## config.mk

```make
export PLATFORM = sky130hd
export DESIGN_NAME = kf8088_interrupt_acknowledge_sequencer_flat
export DESIGN_NICKNAME = d
export VERILOG_FILES = /design/src/rtl/kf8088_interrupt_acknowledge_sequencer_if.sv /design/src/rtl/kf8088_interrupt_acknowledge_sequencer.sv /design/src/flat_wrapper.sv
export SDC_FILE = /design/constraint.sdc
export NUM_CORES = 1
export LEC_CHECK = 0
export ABC_CLOCK_PERIOD_IN_PS = 2400
export CORE_UTILIZATION = 48
export CTS_BUF_LIST = sky130_fd_sc_hd__clkbuf_16
export DETAILED_ROUTE_END_ITERATION = 10
export PLACE_DENSITY = 0.82
export REMOVE_ABC_BUFFERS = 1
export SYNTH_ARGS = -nofsm -noshare
export SYNTH_HDL_FRONTEND = slang
export SYNTH_SLANG_ARGS = --single-unit
```

## constraint.sdc

```tcl
create_clock -name clock -period 2.4 [get_ports clock]
set_clock_uncertainty 0.05 [all_clocks]
set_input_delay 0.48 -clock clock [delete_from_list [all_inputs] [get_ports clock]]
set_output_delay 0.48 -clock clock [all_outputs]
set_load 0.03 [all_outputs]
```

## src/rtl/kf8088_interrupt_acknowledge_sequencer_if.sv

```systemverilog
// -----------------------------------------------------------------------------
// kf8088_interrupt_acknowledge_sequencer_if
//
// Bundles the handshake and bus signals of the interrupt-acknowledge
// sequencer. Clock and reset stay plain module ports.
//
//   interrupt_request        INT from the KF8259
//   interrupt_enable         CPU IF flag (1 = maskable interrupts allowed)
//   instruction_boundary     1-cycle strobe: core can take an interrupt now
//   interrupt_acknowledge_n  INTA# to the KF8259, active low
//   bus_lock                 bus lock held for the whole acknowledge sequence
//   data_bus_in              PIC data bus, valid during the second INTA# pulse
//   vector                   captured interrupt vector
//   vector_valid             vector holds a delivered value
//   vector_accept            core consumes the vector
//   busy                     sequence in progress
//
// Modports:
//   slave  - the sequencer itself
//   master - the environment (PIC + CPU core side) driving the sequencer
// -----------------------------------------------------------------------------
interface kf8088_interrupt_acknowledge_sequencer_if;
  logic       interrupt_request;
  logic       interrupt_enable;
  logic       instruction_boundary;
  logic       interrupt_acknowledge_n;
  logic       bus_lock;
  logic [7:0] data_bus_in;
  logic [7:0] vector;
  logic       vector_valid;
  logic       vector_accept;
  logic       busy;

  modport slave (
    input  interrupt_request,
    input  interrupt_enable,
    input  instruction_boundary,
    input  data_bus_in,
    input  vector_accept,
    output interrupt_acknowledge_n,
    output bus_lock,
    output vector,
    output vector_valid,
    output busy
  );

  modport master (
    output interrupt_request,
    output interrupt_enable,
    output instruction_boundary,
    output data_bus_in,
    output vector_accept,
    input  interrupt_acknowledge_n,
    input  bus_lock,
    input  vector,
    input  vector_valid,
    input  busy
  );
endinterface

```

## src/rtl/kf8088_interrupt_acknowledge_sequencer.sv

```systemverilog
// -----------------------------------------------------------------------------
// kf8088_interrupt_acknowledge_sequencer
//
// CPU-side initiator of the 8259 interrupt-acknowledge protocol. When the PIC
// raises INT while interrupts are enabled and the core signals an instruction
// boundary, it issues two INTA# pulses separated by a gap, holds the bus lock
// across the whole sequence, samples the vector byte at the end of the second
// pulse and offers it to the core with a valid/accept handshake.
//
// Ports:
//   clock  - system clock, rising-edge
//   reset  - synchronous, active-high
//   bus    - handshake/bus signals (slave modport of the interface)
//
// Parameters:
//   PULSE_CYCLES - cycles each INTA# low pulse lasts (1..15)
//   GAP_CYCLES   - cycles INTA# is high between the two pulses (1..15)
// -----------------------------------------------------------------------------
module kf8088_interrupt_acknowledge_sequencer #(
  parameter int PULSE_CYCLES = 4,
  parameter int GAP_CYCLES   = 2
) (
  input  logic clock,
  input  logic reset,
  kf8088_interrupt_acknowledge_sequencer_if.slave bus
);

  typedef enum logic [2:0] {
    IDLE,
    ACK1,
    GAP,
    ACK2,
    HOLD
  } state_t;

  // The counter is loaded with (length - 1) on state entry and the state is
  // left on the cycle it reads zero, so each state lasts exactly `length`.
  localparam logic [3:0] PULSE_LOAD = 4'(PULSE_CYCLES - 1);
  localparam logic [3:0] GAP_LOAD   = 4'(GAP_CYCLES - 1);

  state_t     state;
  logic [3:0] counter;
  logic       inta_n_q;
  logic       bus_lock_q;
  logic [7:0] vector_q;
  logic       vector_valid_q;
  logic       busy_q;

  // NOTE: all state and outputs live in one clocked block with non-blocking
  // assignments, so every output is a flop and reads the pre-edge values.
  always_ff @(posedge clock) begin
    if (reset) begin
      state          <= IDLE;
      counter        <= 4'd0;
      inta_n_q       <= 1'b1;
      bus_lock_q     <= 1'b0;
      vector_q       <= 8'h00;
      vector_valid_q <= 1'b0;
      busy_q         <= 1'b0;
    end else begin
      unique case (state)
        IDLE: begin
          // Qualification is only looked at here; later changes of the
          // request, enable or boundary inputs cannot abort the sequence.
          if (bus.interrupt_request && bus.interrupt_enable &&
              bus.instruction_boundary) begin
            state      <= ACK1;
            counter    <= PULSE_LOAD;
            inta_n_q   <= 1'b0;
            bus_lock_q <= 1'b1;
            busy_q     <= 1'b1;
          end
        end

        ACK1: begin
          if (counter == 4'd0) begin
            state    <= GAP;
            counter  <= GAP_LOAD;
            inta_n_q <= 1'b1;
          end else begin
            counter <= counter - 4'd1;
          end
        end

        GAP: begin
          if (counter == 4'd0) begin
            state    <= ACK2;
            counter  <= PULSE_LOAD;
            inta_n_q <= 1'b0;
          end else begin
            counter <= counter - 4'd1;
          end
        end

        ACK2: begin
          if (counter == 4'd0) begin
            // Capture on the edge closing the last low cycle: the PIC has had
            // the whole pulse to settle its vector onto the bus.
            state          <= HOLD;
            counter        <= 4'd0;
            vector_q       <= bus.data_bus_in;
            vector_valid_q <= 1'b1;
            inta_n_q       <= 1'b1;
            bus_lock_q     <= 1'b0;
          end else begin
            counter <= counter - 4'd1;
          end
        end

        HOLD: begin
          // Vector stays registered after the handshake; only valid drops.
          if (bus.vector_accept) begin
            state          <= IDLE;
            counter        <= 4'd0;
            vector_valid_q <= 1'b0;
            busy_q         <= 1'b0;
          end
        end

        default: begin
          state          <= IDLE;
          counter        <= 4'd0;
          inta_n_q       <= 1'b1;
          bus_lock_q     <= 1'b0;
          vector_valid_q <= 1'b0;
          busy_q         <= 1'b0;
        end
      endcase
    end
  end

  assign bus.interrupt_acknowledge_n = inta_n_q;
  assign bus.bus_lock                = bus_lock_q;
  assign bus.vector                  = vector_q;
  assign bus.vector_valid            = vector_valid_q;
  assign bus.busy                    = busy_q;

endmodule

```

## src/flat_wrapper.sv

```systemverilog
// flat-port wrapper written by rule: the top's interface ports become plain ports
module kf8088_interrupt_acknowledge_sequencer_flat 
#(
  parameter int PULSE_CYCLES = 4,
  parameter int GAP_CYCLES   = 2
)
  (clock, reset, bus_interrupt_request, bus_interrupt_enable, bus_instruction_boundary, bus_data_bus_in, bus_vector_accept, bus_interrupt_acknowledge_n, bus_bus_lock, bus_vector, bus_vector_valid, bus_busy);
  kf8088_interrupt_acknowledge_sequencer_if bus_i ();
  input  logic clock;
  input  logic reset;
  input wire logic [$bits(bus_i.interrupt_request)-1:0] bus_interrupt_request;
  input wire logic [$bits(bus_i.interrupt_enable)-1:0] bus_interrupt_enable;
  input wire logic [$bits(bus_i.instruction_boundary)-1:0] bus_instruction_boundary;
  input wire logic [$bits(bus_i.data_bus_in)-1:0] bus_data_bus_in;
  input wire logic [$bits(bus_i.vector_accept)-1:0] bus_vector_accept;
  output wire logic [$bits(bus_i.interrupt_acknowledge_n)-1:0] bus_interrupt_acknowledge_n;
  output wire logic [$bits(bus_i.bus_lock)-1:0] bus_bus_lock;
  output wire logic [$bits(bus_i.vector)-1:0] bus_vector;
  output wire logic [$bits(bus_i.vector_valid)-1:0] bus_vector_valid;
  output wire logic [$bits(bus_i.busy)-1:0] bus_busy;
  assign bus_i.interrupt_request = bus_interrupt_request;
  assign bus_i.interrupt_enable = bus_interrupt_enable;
  assign bus_i.instruction_boundary = bus_instruction_boundary;
  assign bus_i.data_bus_in = bus_data_bus_in;
  assign bus_i.vector_accept = bus_vector_accept;
  assign bus_interrupt_acknowledge_n = bus_i.interrupt_acknowledge_n;
  assign bus_bus_lock = bus_i.bus_lock;
  assign bus_vector = bus_i.vector;
  assign bus_vector_valid = bus_i.vector_valid;
  assign bus_busy = bus_i.busy;
  kf8088_interrupt_acknowledge_sequencer #(.PULSE_CYCLES(PULSE_CYCLES), .GAP_CYCLES(GAP_CYCLES)) u_core (.clock(clock), .reset(reset), .bus(bus_i));
endmodule
```

Word-level counts from Yosys, hierarchy flattened
Index checks and enable logic that the tools add are counted.
{ "op_classes": {"add_sub_neg": 1, "eq_ne": 10, "n_mux": 21, "bitwise": 4, "reduce_logical": 15} }
{ "op_table": {"columns": ["op", "count"], "rows": [
  ["4-bit two-way mux", 5],
  ["4-bit one-hot mux with 5 select lines", 1],
  ["3-bit two-way mux", 5],
  ["3-bit one-hot mux with 5 select lines", 1],
  ["2-bit by 1-bit inequality test with 1-bit output (second input constant)", 5],
  ["1-bit one-hot mux with 3 select lines", 3],
  ["3-bit AND reduction", 3],
  ["3-bit OR reduction", 3],
  ["3-bit by 2-bit equality test with 1-bit output (second input constant)", 2],
  ["1-bit two-way mux", 5],
  ["5-bit AND reduction", 1],
  ["4-bit logical NOT", 1],
  ["1-bit inverter", 4],
  ["1-bit one-hot mux with 4 select lines", 1],
  ["2-bit AND reduction", 2],
  ["4-bit AND reduction", 1],
  ["4-bit by 1-bit subtractor with 4-bit output (second input constant)", 1],
  ["3-bit by 1-bit equality test with 1-bit output (second input constant)", 1],
  ["3-bit equality test (second input constant)", 1],
  ["3-bit logical NOT", 1],
  ["1-bit logical AND", 2],
  ["2-bit inequality test (second input constant)", 1],
  ["2-bit OR reduction", 1]
]} }
{ "word_totals": {"regBits": 19, "out_inout_bits": 12, "elab_cells": 58} }

Depth between registers and ports, before layout
{ "logic_depth": {"ltp_word": 4, "ltp_mapped": 6, "ltp_nobuf": 4} }

Worst setup path after synthesis
No wires, ideal clock.
{ "synth_timing": {"kind": "reg-to-reg", "from": "reg u_core.counter[3]", "to": "reg u_core.vector_q[0] (netlist: u_core.bus.vector[0])", "arrival_ps": 1329, "path_slack_ps": 893, "path_stages_with_launch": 6, "synth_period_minus_slack_ps": 1507, "path_cell_list": "dfxtp_1 > nor4_4 > and4b_1 > buf_6 > mux2i_1 > nor2_1"} }
{ "synth_between": {"elab_chain_len": 2} }
{ "synth_rtl": {"columns": ["element", "line", "text"], "rows": [
  ["from (decl)", "kf8088_interrupt_acknowledge_sequencer.sv:42", "logic [3:0] counter;"],
  ["from (signal assigned)", "kf8088_interrupt_acknowledge_sequencer.sv:81", "counter <= counter - 4'd1;"],
  ["from (signal assigned)", "kf8088_interrupt_acknowledge_sequencer.sv:91", "counter <= counter - 4'd1;"],
  ["from (signal assigned)", "kf8088_interrupt_acknowledge_sequencer.sv:106", "counter <= counter - 4'd1;"],
  ["4-bit logical NOT", "kf8088_interrupt_acknowledge_sequencer.sv:96", "if (counter == 4'd0) begin"],
  ["2-bit AND reduction (no source line)", null, null],
  ["to (signal assigned)", "kf8088_interrupt_acknowledge_sequencer.sv:101", "vector_q <= bus.data_bus_in;"],
  ["to (decl)", "kf8088_interrupt_acknowledge_sequencer.sv:45", "logic [7:0] vector_q;"]
]} }
Every way passes these cells.
A chain may end at the register's enable or synchronous reset.

Worst setup path in the final report
{ "layout_timing": {"from": "reg u_core.counter[0]", "to": "reg u_core.vector_q[5] (netlist: u_core.bus.vector[5])"} }
The elaborated chain is that of the path after synthesis.

==> reports/metrics.json <==
{
  "num_antenna_cells": {"value": 0},
  "coreArea": {"value": 1590, "unit": "um^2"},
  "clock_pin_slew_reported_for_the_worst_setup_and_hold_paths_after_clock_tree_synthesis": {"value": 0.05, "unit": "ns"},
  "crit_start": {"value": "u_core.counter[0]$_SDFFE_PP0N_"},
  "netlist_top_cells_area": {"value": "dfxtp_1, mux2i_1, nor2_1"},
  "wl_met1": {"value": 835, "unit": "um"},
  "routed.top_layer": {"value": "met4"},
  "synth_top_family_by_area": {"value": "simple AND/OR/NAND/NOR gates"},
  "timing.fmax": {"value": 0.528, "unit": "GHz"},
  "synth_cells": {"value": 99},
  "fin_tns_setup": {"value": 0, "unit": "ns"},
  "total_leakage_power": {"value": 0.417, "unit": "nW"},
  "finish.net_count": {"value": 136},
  "dr_total_vias": {"value": 780},
  "layout_worst_path_cycle_share": {"value": 0.788},
  "synth.distinct_cells": {"value": 29},
  "ff2ff_path_depth": {"value": 4},
  "htree_levels": {"value": 1},
  "synth_xor_area_frac": {"value": 0.0102},
  "dieHeight": {"value": 44.3, "unit": "um"},
  "ff_latch_area": {"value": 380, "unit": "um^2"},
  "intPower": {"value": 726, "unit": "uW"},
  "ys_seq_area_frac": {"value": 0.443},
  "synth_compound_gate_area_share": {"value": 0.138},
  "post_synth_mux_area_share": {"value": 0.0932},
  "critical-path-top-delay-family": {"value": "simple AND/OR/NAND/NOR gates"},
  "die_width": {"value": 44.3, "unit": "um"},
  "gpl_congestion": {"value": 0.740},
  "timing.slew.headroom": {"value": 0.628},
  "critical_path_buf_inv_count": {"value": 0},
  "worst_path_largest_cell_delay": {"value": 0.59, "unit": "ns"},
  "critPathMaxFanout": {"value": 9},
  "die_outline_area": {"value": 1960, "unit": "um^2"},
  "detailedRoute.firstIterationViolations": {"value": 12},
  "power.share.switching": {"value": 0.324},
  "switchingPower": {"value": 348, "unit": "uW"},
  "syn-mean-instance-area": {"value": 8.68, "unit": "um^2"},
  "ys_async_rst_share": {"value": 0},
  "worst-path-stages": {"value": 4},
  "grt_max_degree": {"value": 22},
  "met2WireLength": {"value": 923, "unit": "um"},
  "power_density": {"value": 905, "unit": "nW/um^2"},
  "hold_path_class": {"value": "reg -> reg"},
  "io_pins": {"value": 26},
  "worst-slew-pin-transition": {"value": 0.558, "unit": "ns"},
  "cts_tree": {"value": "yes"},
  "start_kind": {"value": "register"},
  "critical_path.reg2reg.startpoint": {"value": "u_core.counter[0]$_SDFFE_PP0N_"},
  "p_total": {"value": 1.07, "unit": "mW"},
  "worst_r2r_end": {"value": "u_core.bus.vector[5]$_SDFFE_PP0P_"},
  "synth_adder_area_share": {"value": 0},
  "syn-cell-area": {"value": 860, "unit": "um^2"},
  "seqPwrFrac": {"value": 0.385},
  "critical_path.endpoint_type": {"value": "register"},
  "post_cts_resize_count": {"value": 0},
  "criticalPathCategory": {"value": "reg -> reg"},
  "p_clk_frac": {"value": 0.308},
  "synthDominantAreaCellType": {"value": "dfxtp_1"},
  "crit_end": {"value": "u_core.bus.vector[5]$_SDFFE_PP0P_"},
  "drive_gt1_frac": {"value": 0.0744},
  "postCtsSetupBuffers": {"value": 0},
  "first_global_vias": {"value": 690},
  "critical-path-slowest-cell": {"value": "and4b_1"},
  "required": {"value": 2.48, "unit": "ns"},
  "average_wire_length_per_cell_after_detail_routing": {"value": 13.0, "unit": "um"},
  "drv_cap": {"value": 0},
  "total_setup_violations_reported_at_the_end_of_the_flow": {"value": 0},
  "io_buffers": {"value": 25},
  "synth_seq_cells": {"value": 19},
  "antenna_found_initial": {"value": 0},
  "drt-total-wl": {"value": 1890, "unit": "um"},
  "worstPathArrival": {"value": 1.98, "unit": "ns"},
  "synth-edff-count": {"value": 0},
  "synth_commonest_cells": {"value": "dfxtp_1, nor2_1, mux2i_1, a21oi_1, nand2_1"},
  "num-fill-cells": {"value": 104},
  "wl_met3": {"value": 90, "unit": "um"},
  "grt_overflow_total": {"value": 0},
  "combinationalPowerShare": {"value": 0.307},
  "rows": {"value": 14},
  "yosys_warnings": {"value": 0},
  "finalHoldViolations": {"value": 0},
  "globalRouteTotalUtil": {"value": 0.215},
  "cts_buffers": {"value": 3},
  "synthDominantCellAreaShare": {"value": 0.443},
  "clkSinkCount": {"value": 19},
  "holdBufCountCts": {"value": 0},
  "drc_errors": {"value": 0},
  "clock_tree.buffer_depth": {"value": 2},
  "timing.critical_path.cells": {"value": "nor4_4 -> and4b_1 -> mux2i_1 -> nor2_1"},
  "grt_pass1_wl": {"value": 3040, "unit": "um"},
  "firstDrtPassIters": {"value": 4},
  "max-vdd-ir-drop": {"value": 498, "unit": "uV"},
  "start_util": {"value": 0.539},
  "clock_latency_late_sink": {"value": 0.25, "unit": "ns"},
  "multi_input_comb_area": {"value": 435, "unit": "um^2"},
  "r2r_slack": {"value": 0.51, "unit": "ns"},
  "slew_violations": {"value": 0},
  "fin_crit": {"value": 1.89, "unit": "ns"},
  "dominantRegCellSynth": {"value": "dfxtp_1"},
  "yosys.area_share.simple": {"value": 0.265},
  "antenna_left": {"value": 0},
  "place_hpwl": {"value": 1360, "unit": "um"},
  "post_dr_vias_cell": {"value": 5.38},
  "syn_to_final_growth": {"value": 38.0, "unit": "%"},
  "grt_setup_unrepaired": {"value": "no"},
  "run_status": {"value": "complete, no violations"},
  "root_buffer": {"value": "clkbuf_16"}
}
[cell type report]
cell class,count,area share
tap,24,0.0253
clock inverter,1,0.00316
multi-input combinational,71,0.367
clock buffer,3,0.0633
inverter,1,0.00316
timing repair buffer,26,0.217
sequential,19,0.321
[cells in the final DEF (no fill, tap or decap), drive strengths merged, types with 2 or more instances in the layout]
cell type and instances:
a211oi 2, a21oi 7, clkbuf 3, clkdlybuf4s50 25, dfxtp 19, inv 2
mux2i 8, nand2 7, nand3 2, nor2 19, nor3 4, nor3b 2
o21ai 4, o32ai 2
[flip-flops by register name, indices dropped and copies added, names as in the netlist]
name,flops
u_core.bus.interrupt_acknowledge_n,1
u_core.bus.vector_valid,1
u_core.bus.bus_lock,1
u_core.counter,4
u_core.bus.vector,8
u_core.bus.busy,1
u_core.state,3
[metal layers]
metal,track usage,vias up
met4,0.133,0
met1,0.269,356
met5,0,-
met2,0.338,27
met3,0.0408,5
li1,-,392
[worst reg2reg max path: stages, from the launching register on]
cell and delay [ns]:
dfxtp_1 0.37, nor4_4 0.44, and4b_1 0.59, mux2i_1 0.27, nor2_1 0.06
[power by group through the flow]
stage	clock network (mW)	registers, mW	logic [mW]
finish	0.331	0.414	0.329
global placement	0	0.417	0.320
global route	0.350	0.422	0.363
CTS	0.340	0.412	0.329
floorplan	0	0.437	0.198
detailed placement	0	0.419	0.328
[through the flow]
stage               hold slack [ns]  setup slack, ns  cells  utilization  instance area [um^2]
finish                        0.435            0.508    145        0.744                  1190
global route                  0.462            0.358    145        0.744                  1190
floorplan                     0.452            0.754     91            -                   820
detailed placement            0.430            0.511    141        0.695                  1110
CTS                           0.437            0.490    145        0.744                  1190
global placement              0.415            0.562    141        0.695                  1110
[worst min-delay path by stage]
stage                     slack (ns)                                   end                                 start  cells after the start
after global placement          0.42      u_core.bus.bus_lock$_SDFFE_PP0P_      u_core.bus.bus_lock$_SDFFE_PP0P_                      2
final                           0.43  u_core.bus.vector_valid$_SDFFE_PP0P_  u_core.bus.vector_valid$_SDFFE_PP0P_                      2
after global routing            0.46  u_core.bus.vector_valid$_SDFFE_PP0P_  u_core.bus.vector_valid$_SDFFE_PP0P_                      2
after floorplan                 0.45        u_core.counter[2]$_SDFFE_PP0N_        u_core.counter[2]$_SDFFE_PP0N_                      2
after detailed placement        0.43  u_core.bus.vector_valid$_SDFFE_PP0P_  u_core.bus.vector_valid$_SDFFE_PP0P_                      2
after CTS                       0.44  u_core.bus.vector_valid$_SDFFE_PP0P_  u_core.bus.vector_valid$_SDFFE_PP0P_                      2
[logic make-up (layout without fill, tap and decap cells)]
group | Yosys count | after routing
xor gates and xnor gates | 1 | 1
AOI/OAI and AO/OA | 19 | 19
DFF | 19 | 19
buffers and inverters | 9 | 31
muxes | 8 | 8
and+or+nand+nor | 43 | 43
No activity file was read; power rests on OpenSTA's default activity.
